## config.mk

```make
export PLATFORM = sky130hd
export DESIGN_NAME = muldiv_ctrl
export DESIGN_NICKNAME = d
export VERILOG_FILES = /design/src/rtl/muldiv_ctrl.sv
export SDC_FILE = /design/constraint.sdc
export NUM_CORES = 1
export LEC_CHECK = 0
export ABC_AREA = 1
export CAP_MARGIN = 30
export CORE_ASPECT_RATIO = 1.1
export CORE_MARGIN = 4
export CORE_UTILIZATION = 58
export CTS_CLUSTER_DIAMETER = 100
export DETAILED_ROUTE_END_ITERATION = 12
export GPL_TIMING_DRIVEN = 0
export PLACE_DENSITY = 0.82
export RECOVER_POWER = 25
export SLEW_MARGIN = 15
export SYNTH_ARGS = -nofsm -noshare
export SYNTH_HDL_FRONTEND = slang
export SYNTH_SLANG_ARGS = --single-unit
```

## constraint.sdc

```tcl
create_clock -name clk -period 4.9 [get_ports clk]
set_input_delay 0.98 -clock clk [delete_from_list [all_inputs] [get_ports clk]]
set_output_delay 0.98 -clock clk [all_outputs]
set_load 0.02 [all_outputs]
```

## src/rtl/muldiv_ctrl.sv

```systemverilog
// ----------------------------------------------------------------------------
// muldiv_ctrl
//   Sequencer for the HI/LO arithmetic resource in the EX stage.
//   MULT/MULTU run on an internal shift-add multiplier that produces one
//   product bit per cycle. DIV/DIVU are handed to an external iterative
//   divider through its start/ready/annul handshake. While either one is
//   running, the pipeline is held through stallreq_ex. When the 64-bit result
//   is ready, a single-cycle HI/LO write is issued toward MEM/WB.
//
// Ports
//   clk, rst          clock (rising edge), asynchronous active-low reset
//   req_valid/op      mul/div request from EX (00 MULT, 01 MULTU, 10 DIV, 11 DIVU)
//   req_src1/src2     rs / rt operands
//   flush             cancel the in-flight operation, suppress the HI/LO write
//   div_*             handshake with the external divider
//   stallreq_ex       stall request to CTRL
//   hilo_we, hi_o, lo_o  one-cycle HI/LO write strobe and data
//   busy              sequencer is not idle
// ----------------------------------------------------------------------------
module muldiv_ctrl #(
    parameter int MUL_STEPS = 32
) (
    input  logic        clk,
    input  logic        rst,
    input  logic        req_valid,
    input  logic [1:0]  req_op,
    input  logic [31:0] req_src1,
    input  logic [31:0] req_src2,
    input  logic        flush,
    output logic        div_start_o,
    output logic        div_signed_o,
    output logic [31:0] div_op1_o,
    output logic [31:0] div_op2_o,
    output logic        div_annul_o,
    input  logic [63:0] div_result_i,
    input  logic        div_ready_i,
    output logic        stallreq_ex,
    output logic        hilo_we,
    output logic [31:0] hi_o,
    output logic [31:0] lo_o,
    output logic        busy
);

    localparam int CNT_W = $clog2(MUL_STEPS + 1);
    localparam logic [CNT_W-1:0] LAST_STEP = CNT_W'(MUL_STEPS - 1);

    localparam logic [1:0] S_IDLE = 2'd0;
    localparam logic [1:0] S_MUL  = 2'd1;
    localparam logic [1:0] S_DIV  = 2'd2;
    localparam logic [1:0] S_DONE = 2'd3;

    // Magnitude of a two's-complement operand; 32'h80000000 maps to itself,
    // which is the correct unsigned magnitude.
    function automatic logic [31:0] mag32(input logic signed [31:0] v);
        logic signed [31:0] n;
        n = -v;
        return v[31] ? n : v;
    endfunction

    function automatic logic [63:0] neg64(input logic [63:0] v);
        return ~v + 64'd1;
    endfunction

    logic [1:0]       state_q,  state_d;
    logic [CNT_W-1:0] cnt_q,    cnt_d;
    logic [63:0]      mcand_q,  mcand_d;   // multiplicand, pre-shifted by cnt
    logic [31:0]      mplier_q, mplier_d;
    logic [63:0]      prod_q,   prod_d;    // accumulator, then final HI/LO result
    logic             neg_q,    neg_d;
    logic [31:0]      op1_q,    op1_d;
    logic [31:0]      op2_q,    op2_d;
    logic             dsgn_q,   dsgn_d;
    logic [63:0]      sum;

    always_comb begin
        state_d  = state_q;
        cnt_d    = cnt_q;
        mcand_d  = mcand_q;
        mplier_d = mplier_q;
        prod_d   = prod_q;
        neg_d    = neg_q;
        op1_d    = op1_q;
        op2_d    = op2_q;
        dsgn_d   = dsgn_q;
        sum      = prod_q + (mplier_q[0] ? mcand_q : 64'd0);

        case (state_q)
            S_IDLE: begin
                if (req_valid) begin
                    if (!req_op[1]) begin
                        // MULT works on magnitudes and fixes the sign at the end
                        neg_d    = ~req_op[0] & (req_src1[31] ^ req_src2[31]);
                        mcand_d  = {32'd0, req_op[0] ? req_src1 : mag32(req_src1)};
                        mplier_d = req_op[0] ? req_src2 : mag32(req_src2);
                        prod_d   = 64'd0;
                        cnt_d    = '0;
                        state_d  = S_MUL;
                    end else begin
                        op1_d  = req_src1;
                        op2_d  = req_src2;
                        dsgn_d = ~req_op[0];
                        if (req_src2 == 32'd0) begin
                            // divide by zero never reaches the divider
                            prod_d  = 64'd0;
                            state_d = S_DONE;
                        end else begin
                            state_d = S_DIV;
                        end
                    end
                end
            end
            S_MUL: begin
                prod_d   = sum;
                mcand_d  = {mcand_q[62:0], 1'b0};
                mplier_d = {1'b0, mplier_q[31:1]};
                cnt_d    = cnt_q + 1'b1;
                if (cnt_q == LAST_STEP) begin
                    prod_d  = neg_q ? neg64(sum) : sum;
                    state_d = S_DONE;
                end
            end
            S_DIV: begin
                if (div_ready_i) begin
                    prod_d  = div_result_i;
                    state_d = S_DONE;
                end
            end
            default: state_d = S_IDLE;
        endcase

        if (flush) begin
            state_d = S_IDLE;
        end
    end

    always_ff @(posedge clk or negedge rst) begin
        if (!rst) begin
            state_q  <= S_IDLE;
            cnt_q    <= '0;
            mcand_q  <= 64'd0;
            mplier_q <= 32'd0;
            prod_q   <= 64'd0;
            neg_q    <= 1'b0;
            op1_q    <= 32'd0;
            op2_q    <= 32'd0;
            dsgn_q   <= 1'b0;
        end else begin
            state_q  <= state_d;
            cnt_q    <= cnt_d;
            mcand_q  <= mcand_d;
            mplier_q <= mplier_d;
            prod_q   <= prod_d;
            neg_q    <= neg_d;
            op1_q    <= op1_d;
            op2_q    <= op2_d;
            dsgn_q   <= dsgn_d;
        end
    end

    logic in_div, in_done;
    assign in_div  = (state_q == S_DIV);
    assign in_done = (state_q == S_DONE);

    assign div_start_o  = in_div & ~flush;
    assign div_annul_o  = in_div & flush;
    assign div_signed_o = in_div & dsgn_q;
    assign div_op1_o    = in_div ? op1_q : 32'd0;
    assign div_op2_o    = in_div ? op2_q : 32'd0;

    // rst gates the stall so every output is 0 while reset is asserted,
    // even if EX keeps req_valid high
    assign stallreq_ex = rst & (((state_q == S_IDLE) & req_valid) |
                                (state_q == S_MUL) | in_div);

    assign hilo_we = in_done & ~flush;
    assign hi_o    = hilo_we ? prod_q[63:32] : 32'd0;
    assign lo_o    = hilo_we ? prod_q[31:0]  : 32'd0;
    assign busy    = (state_q != S_IDLE);

endmodule

```

Word level (Yosys, flattened, before mapping). Index checks and enable logic that the tools add are counted.

Add/subtract/negate cells: 5. Multipliers: 0. Div/mod/pow operators: 0. Magnitude comparators: 0. Equal/unequal tests: 11. Shifts and indexed selects: 0. Mux-type cells: 32. Bitwise logic cells: 14. Reductions and logical operators: 10.

Operators by type and width (count): $mux W64 (9); $mux W32 (10); $pmux W64 S3 (1); $pmux W64 S2 (1); $add A64 B1 Y64 const B (1); $add A64 B64 Y64 (1); $neg A32 Y32 (2); $not A64 Y64 (1); $pmux W32 S2 (1); $logic_not A32 Y1 (1); $mux W6 (2); $ne A3 B3 Y1 const B (4); $pmux W6 S2 (1); $reduce_and A3 Y1 (4); $mux W2 (5); $and A1 B1 Y1 (7); $add A6 B1 Y6 const B (1); $eq A6 B5 Y1 const B (1); $ne A2 B2 Y1 const B (3); $pmux W2 S3 (1); $eq A2 B2 Y1 const B (2); $reduce_and A4 Y1 (1); $reduce_bool A2 Y1 (2); $not A1 Y1 (3); other kinds (6) (7).

Flip-flop bits (word level): 234. Latch bits: 0. Bits in writable memories: 0. Memory bits (read-only): 0. Input port bits: 135. Output and inout port bits: 134. Word-level logic and storage cells: 81. Memories: 0.

Logic depth before layout (Yosys ltp). Gate-level depths: netlist of run 1.

Depth after elaboration: 7. Gate-level depth with buffers: 31. Mapped depth without buffers: 28.

Worst setup path before layout of run 1. No wires, ideal clock.

Kind: register -> register. Start point: reg mplier_q[0]. End point: reg prod_q[52]. Setup time: 0.116 ns. Data arrival time: 3.353 ns. Data required time: 4.784 ns. Setup slack: 1.431 ns. Cell stages (with the launch flop): 26. Path buffers: 2. Period minus slack after synthesis: 3.469 ns. Path through: dfrtp_1 > clkbuf_1 > clkbuf_1 > nand2_1 > inv_1 > ha_1 > fa_1 > inv_1 > ha_1 > inv_1 > nor2_1 > nand3_1 > inv_1 > nand3_2 > nor2_4 > nand3_1 > nor2_2 > nand3_2 > nor2_2 > nand3_1 > nand2_2 > nand3_1 > nand3_1 > nand2_1 > nand2_1 > nand2_1.

Longest elaborated chain between the ends: 7.

Ends and longest elaborated chain: start, declared (line 67) `logic [31:0] mplier_q, mplier_d;`; start signal, assigned (line 151) `mplier_q <= mplier_d;`; $mux W64 (*) (line 85) `sum = prod_q + (mplier_q[0] ? mcand_q : 64'd0);`; $add A64 B64 Y64 (*) (line 85); $not A64 Y64 (line 61) `return ~v + 64'd1;`; $add A64 B1 Y64 (line 61); $mux W64 (line 118) `prod_d = neg_q ? neg64(sum) : sum;`; $mux W64 (*) (line 117) `if (cnt_q == LAST_STEP) begin`; $pmux W64 S3 (*) (line 87) `case (state_q)`; end signal, assigned (line 152) `prod_q <= prod_d;`; end, declared (line 68) `logic [63:0] prod_q, prod_d;`.

Every way passes the cells marked *; elsewhere a longest branch is shown, timed or not. A chain may end at the register's enable or synchronous reset.

Worst setup path after layout of run 1.
Start point: reg state_q[0]. End point: out div_annul_o.

Longest elaborated chain between the ends: 2.

Ends and longest elaborated chain: start, declared (line 64) `logic [1:0] state_q, state_d;`; start signal, assigned (line 148) `state_q <= state_d;`; $eq A2 B2 Y1 (line 161) `assign in_div = (state_q == S_DIV);`; $and A1 B1 Y1 (line 165) `assign div_annul_o = in_div & flush;`; end, declared (line 34) `output logic div_annul_o,`.

Every way passes these cells.

==> results.yml, run 1 <==
power_and_ir_drop:
  seqPwrFrac_pct: 27.0
  power.switching_mw: 5.62
  power.density_nw_per_um2: 446
  pwr-share-comb_pct: 54.1
  power.internal_mw: 5.84
  peakVddDrop_uv: 394
  power_leakage_nw: 14.4
  p_sw_share_pct: 49.0
  clkPwrFrac_pct: 18.9
finish:
  stdcell_count: 4528
  n_antenna_cell: 0
  nets: 4228
  final_cell_mix: "nand2_1 (1459), inv_1 (733), nor2_1 (321)"
  fillCellCount: 3388
  drive_above_1_share_pct: 3.81
  final_common_cell: "nand2_1"
  seq_area_um2: 5860
  area_growth_pct: 20.1
  multiInputGateArea_um2: 12300
detailed_routing:
  wirelength_mm: 80.5
  viasPerCell: 5.43
  drt_iter0_markers: 2309
  first_pass_iters: 11
  drc: 0
  num_vias: 24600
  wl_per_cell_um: 17.8
  ant_nets: 0
clocking:
  clk_pin_slew_ps: 60
  worstSkewPairLatency_ps: 570
  numClockSinks: 234
  clk_root_buffer_cell: "clkbuf_16"
  htreeDepth: 1
  cts_tree: "done"
  ctsLongestPathBuffers: 3
  cts_buffers: 27
critical_path:
  crit_fanout: 10
  worst-r2r-cell-count: 22
  endpoint: "div_annul_o"
  slowest_delay_ps: 740
  required_ps: 3920
  path_cells: "inv_1 > ha_1 > clkbuf_1 > clkbuf_1 > buf_1 > nand2_1 > inv_1 > clkdlybuf4s50_1"
  arrival_ps: 3820
  r2r-end: "prod_q[36]$_DFFE_PN0P_"
  critPathKind: "flip-flop to output port"
  critPathLaunch: "state_q[0]$_DFFE_PN0P_"
  end_kind: "output port"
  r2r_slack_ps: 210
  cpMaxStageDelayCell: "buf_1"
  r2r-start: "mplier_q[0]$_DFFE_PN0P_"
  start_kind: "flip-flop"
placed_design:
  place_inst: 4479
  hpwl_mm: 65.6
  io_buffers: 268
  gp_congestion: 1.11
sta:
  finalCriticalPeriod_ps: 4800
  drv_slew: 92
  clock_skew_ps: 20.3
  tightest_slew_ps: 2270
  setup_tns_ps: 0
  finalSetupViolCount: 0
  final_hold_viol_count: 0
  fmax_mhz: 208
  rsz0062_at_grt: "false"
  slew_headroom_pct: -51.5
  post-route-period-util_pct: 98.0
logic_synthesis:
  ys.flop_type: "dfrtp_1"
  synth_seq_cells: 234
  netlist_area_um2: 21400
  synth_edf_count: 0
  syn-instance-count: 3719
  postSynthNetCount: 3927
  synth_area_per_cell_um2: 5.75
  synth-async-reset-ratio_pct: 100
  yosysUniqueCellTypes: 48
  synth-seq-area-share_pct: 27.4
  ys_warn_count: 0
global_routing:
  gr-usage-all-layers_pct: 39.1
  grt_pass1_vias: 23200
  grt_overflow: 0
  grt_pass1_wl_mm: 123
  grt_max_degree: 92
  antenna_found_initial: 0
die:
  boundaryPins: 269
  die_h_um: 209
  die-width_um: 191
  start_util_pct: 59.0
  row_count: 73
  core_area_um2: 36300
  dieArea_um2: 40000
flow_run:
  drv_cap: 1
run_status:
  status: "complete, but fails checks"
  violations: "max-capacitance violations, max-slew violations"
worst_hold_path:
  hp-class: "primary input to asynchronous set/reset pin"
through the flow:
stage | hold WS (ps) | power [mW] | utilization [%] | instance area, µm² | setup slack (ps)
2_1_floorplan | 449 | 7.06 | - | 21400 | 1430
3_3_place_gp | 463 | 8.98 | 68.1 | 24700 | -7090
3_5_place_dp | 469 | 9.07 | 68.4 | 24800 | 6.08
5_1_grt | 377 | 12.2 | 70.9 | 25700 | 16.1
6_report | 340 | 11.5 | 70.9 | 25700 | 96.4
4_1_cts | 357 | 11.3 | 71.0 | 25700 | 153
synthesized netlist by cell type (25+ instances only):
cell	number	area (µm²)
a21oi_1	102	510
buf_1	25	93.8
clkbuf_1	69	259
dfrtp_1	234	5860
ha_1	72	901
inv_1	733	2750
nand2_1	1459	5480
nand3_1	183	916
nand4_1	37	231
nor2_1	321	1200
nor3_1	32	160
o21ai_0	140	701
o21ai_1	35	175
o221ai_1	36	315
o22ai_1	43	269
xor2_1	25	219
flip-flops by register name, summed over array words and instances, names as in the netlist:
name	flops
cnt_q	6
mcand_q	64
neg_q	1
op1_q	32
op2_q	32
dsgn_q	1
state_q	2
mplier_q	32
prod_q	64
cell families (layout without fill, tap and decap cells):
logic type / Yosys count / in the layout / synth area share, %
xor+xnor: 26 / 26 / 1.06
fa+ha+maj: 73 / 73 / 4.30
flops: 234 / 234 / 27.4
mux: 12 / 12 / 0.632
simple gates: 2120 / 2120 / 40.4
buf+inv: 846 / 1168 / 15.1
compound gates: 408 / 408 / 11.1
power groups by stage:
stage          sequential (mW)  clock, mW  combinational (mW)
2_1_floorplan             2.90          0                4.15
3_3_place_gp              3.07          0                5.92
4_1_cts                   3.05       2.18                6.04
5_1_grt                   3.15       2.26                6.82
6_report                  3.09       2.17                6.20
3_5_place_dp              3.07          0                6.00
worst min-delay path by stage:
stage                                        start                        to  slack [ps]
final                                          rst      op1_q[7]$_DFFE_PN0P_         340
after global routing                           rst      op1_q[7]$_DFFE_PN0P_         380
after CTS                                      rst     op1_q[10]$_DFFE_PN0P_         360
after detailed placement  mplier_q[23]$_DFFE_PN0P_  mplier_q[23]$_DFFE_PN0P_         470
after global placement     mplier_q[2]$_DFFE_PN0P_   mplier_q[2]$_DFFE_PN0P_         460
after floorplan            mplier_q[2]$_DFFE_PN0P_   mplier_q[2]$_DFFE_PN0P_         450
final cells by class:
type	count	area share, %
Buffer	108	1.81
Clock buffer	36	2.95
Clock inverter	14	0.716
Inverter	737	10.8
Multi-Input combinational cell	2639	47.9
Sequential cell	234	22.8
Tap cell	487	2.37
Timing Repair Buffer	273	10.7
timing repair:
| action | CTS | global route |
|---|---|---|
| hold buffers | 0 | 0 |
| gates resized for setup | 1 | 3 |
| endpoints found under the setup margin | 1 | 28 |
| buffers inserted | 0 | 0 |
worst max-delay path: cells and delay by family (launching register included):
| kind | cells | cell delay (ps) |
|---|---|---|
| buffers and inverters | 6 | 2450 |
| AND/OR/NAND/NOR | 1 | 220 |
| flip-flops | 1 | 420 |
| adder cells (fa/ha/maj) | 1 | 150 |
routing by layer:
| layer | global-route usage [%] | routed length, µm | up-vias | share of wire, % |
|---|---|---|---|---|
| li1 | - | - | 12000 | - |
| met1 | 51.3 | 32000 | 11000 | 40 |
| met2 | 62.0 | 35300 | 1281 | 44 |
| met3 | 6.92 | 8170 | 268 | 10 |
| met4 | 20.1 | 5030 | 0 | 6.2 |
| met5 | 0 | 0 | - | 0 |
(Power assumes the default switching activity.)
==> run 2, diff against run 1 <==
- PLACE_DENSITY: 0.82 -> 0.79
==> run 2 against run 1 <==
Against the previous run: clock power grew 2%; first-iteration DRC count is 23% higher; the flow still finishes with violations (max-capacitance violations, max-slew violations); cell area is essentially flat; largest power group unchanged; sequential share of layout area is essentially flat.
==> results.yml, run 2 (synthesized netlist as in run 1, its figures left out) <==
critical_path:
  end_kind: "flip-flop"
  crit_family: "simple AND/OR/NAND/NOR gates"
  path_cells: "buf_2 > nand2_1 > inv_1 > ha_1 > fa_1 > nand3_1 > nand3_1 > nand2_1 > nand2_2 > nand2_1 > nand2_1 > nand2_1 > nand2_1 > nor2_1 > nand2_1 > nor2_2 > nand3_2 > nor2_4 > nand3_1 > nand3_1 > nand2_1 > o21ai_1 > nand2_1 > nand2_1"
  path_common_cell: "nand2_1"
  critPathKind: "flip-flop to flip-flop"
  r2r_slack_ps: 170
  worst-r2r-cell-count: 24
  r2r-start: "mplier_q[0]$_DFFE_PN0P_"
  required_ps: 5390
  crit_buf_inv: 2
  cpMaxStageDelayCell: "dfrtp_1"
  slowest_delay_ps: 560
  start_kind: "flip-flop"
  cp_num_cells: 24
  r2r-end: "prod_q[49]$_DFFE_PN0P_"
  crit_fanout: 11
  arrival_ps: 5210
worst_hold_path:
  hp-class: "primary input to asynchronous set/reset pin"
global_routing:
  antenna_found_initial: 1
  gr-usage-all-layers_pct: 40.4
  grt_max_degree: 93
  grt_overflow: 0
  grt_pass1_vias: 23500
  grt_pass1_wl_mm: 126
placed_design:
  hpwl_mm: 67.4
  gp_congestion: 1.05
  dp_slack_ps: 36.2
  place_area_um2: 24800
  io_buffers: 268
  place_inst: 4477
sta:
  fmax_mhz: 212
  drv_slew: 93
  finalWorstSetupSlack_ps: 174
  finalCriticalPeriod_ps: 4730
  final_hold_viol_count: 0
  finalSetupViolCount: 0
  hold_slack_ps: 313
  post-route-period-util_pct: 96.4
  tightest_slew_ps: 2480
  setup_tns_ps: 0
  slew_headroom_pct: -65.3
  clock_skew_ps: 39.9
  rsz0062_at_grt: "false"
detailed_routing:
  drc: 0
  viasPerCell: 5.54
  num_vias: 25100
  wl_per_cell_um: 18.4
  drt_iter0_markers: 2829
  wirelength_mm: 83.3
  ant_nets: 0
  first_pass_iters: 6
die:
  dieArea_um2: 40000
  row_count: 73
  start_util_pct: 59.0
  core_area_um2: 36300
  die_h_um: 209
  boundaryPins: 269
  die-width_um: 191
clocking:
  cts_tree: "done"
  ctsLongestPathBuffers: 3
  clk_root_buffer_cell: "clkbuf_16"
  htreeDepth: 1
  cts_hold_buf: 0
  cts_resized: 0
  post_cts_buffers: 0
  cts_buffers: 29
  clk_pin_slew_ps: 60
  numClockSinks: 234
  worstSkewPairLatency_ps: 580
finish:
  final_cell_mix: "nand2_1 (1459), inv_1 (733), nor2_1 (321)"
  nets: 4228
  stdcell_count: 4528
  n_antenna_cell: 0
  final_common_cell: "nand2_1"
  fin_util_pct: 70.9
  area_growth_pct: 20.1
  design_area_um2: 25700
  drive_above_1_share_pct: 3.71
  largestRegisters: "mcand_q (64), prod_q (64)"
power_and_ir_drop:
  power.density_nw_per_um2: 452
  power_leakage_nw: 14.4
  p_total_mw: 11.6
  peakVddDrop_uv: 352
run_status:
  status: "complete, but fails checks"
  violations: "max-capacitance violations, max-slew violations"
flow_run:
  drv_cap: 1
[run 2: changes by cell type in the layout (fill, tap and decap cells not counted), moves of 2 or more]
cell / delta
clkinvlp_4: +2
clkinv_4: +3
buf_6: -2
clkinv_2: -2
clkbuf_8: -4
inv_6: -2
clkbuf_16: +2
clkbuf_1: +3
[run 2: how the worst max path moves through the flow]
stage / start / end / slack [ps]
final: mplier_q[0]$_DFFE_PN0P_ / prod_q[49]$_DFFE_PN0P_ / 170
after global routing: mplier_q[0]$_DFFE_PN0P_ / prod_q[49]$_DFFE_PN0P_ / 60
after CTS: mplier_q[0]$_DFFE_PN0P_ / prod_q[63]$_DFFE_PN0P_ / 10
after detailed placement: mplier_q[0]$_DFFE_PN0P_ / prod_q[49]$_DFFE_PN0P_ / 40
after global placement: rst / mcand_q[44]$_DFFE_PN0P_ / -7160
after floorplan: mplier_q[0]$_DFFE_PN0P_ / prod_q[52]$_DFFE_PN0P_ / 1430
[run 2: metal layers]
metal,GRT usage [%],vias up,wire length [µm]
met1,51.9,11300,32100
li1,-,12000,-
met5,0,-,16
met3,9.73,281,9460
met2,63.1,1427,36500
met4,21.5,2,5290
[run 2: worst reg2reg max path, cell delays in order, from the launching register on]
cell	delay, ps
dfrtp_1	560
buf_2	300
nand2_1	80
inv_1	40
ha_1	240
fa_1	500
nand3_1	150
nand3_1	260
nand2_1	160
nand2_2	130
nand2_1	110
nand2_1	160
nand2_1	100
nand2_1	120
nor2_1	180
nand2_1	80
nor2_2	280
nand3_2	190
nor2_4	210
nand3_1	170
nand3_1	110
nand2_1	60
o21ai_1	260
nand2_1	150
nand2_1	80
[run 2: area by class of cell]
type / count / area [µm²]
plain buffers: 108 / 464
clock buffers: 37 / 766
clock inverters: 15 / 198
fillers: 3390 / 10600
inverters: 737 / 2770
multi-input cells: 2639 / 12300
flip-flops and latches: 234 / 5860
well taps: 487 / 609
repair buffers: 271 / 2740
[run 2: where the power goes]
part	internal, mW	leakage [nW]	switching [mW]
Clock	1.32	0.462	0.904
Combinational	1.95	10.9	4.37
Sequential	2.59	3.05	0.494
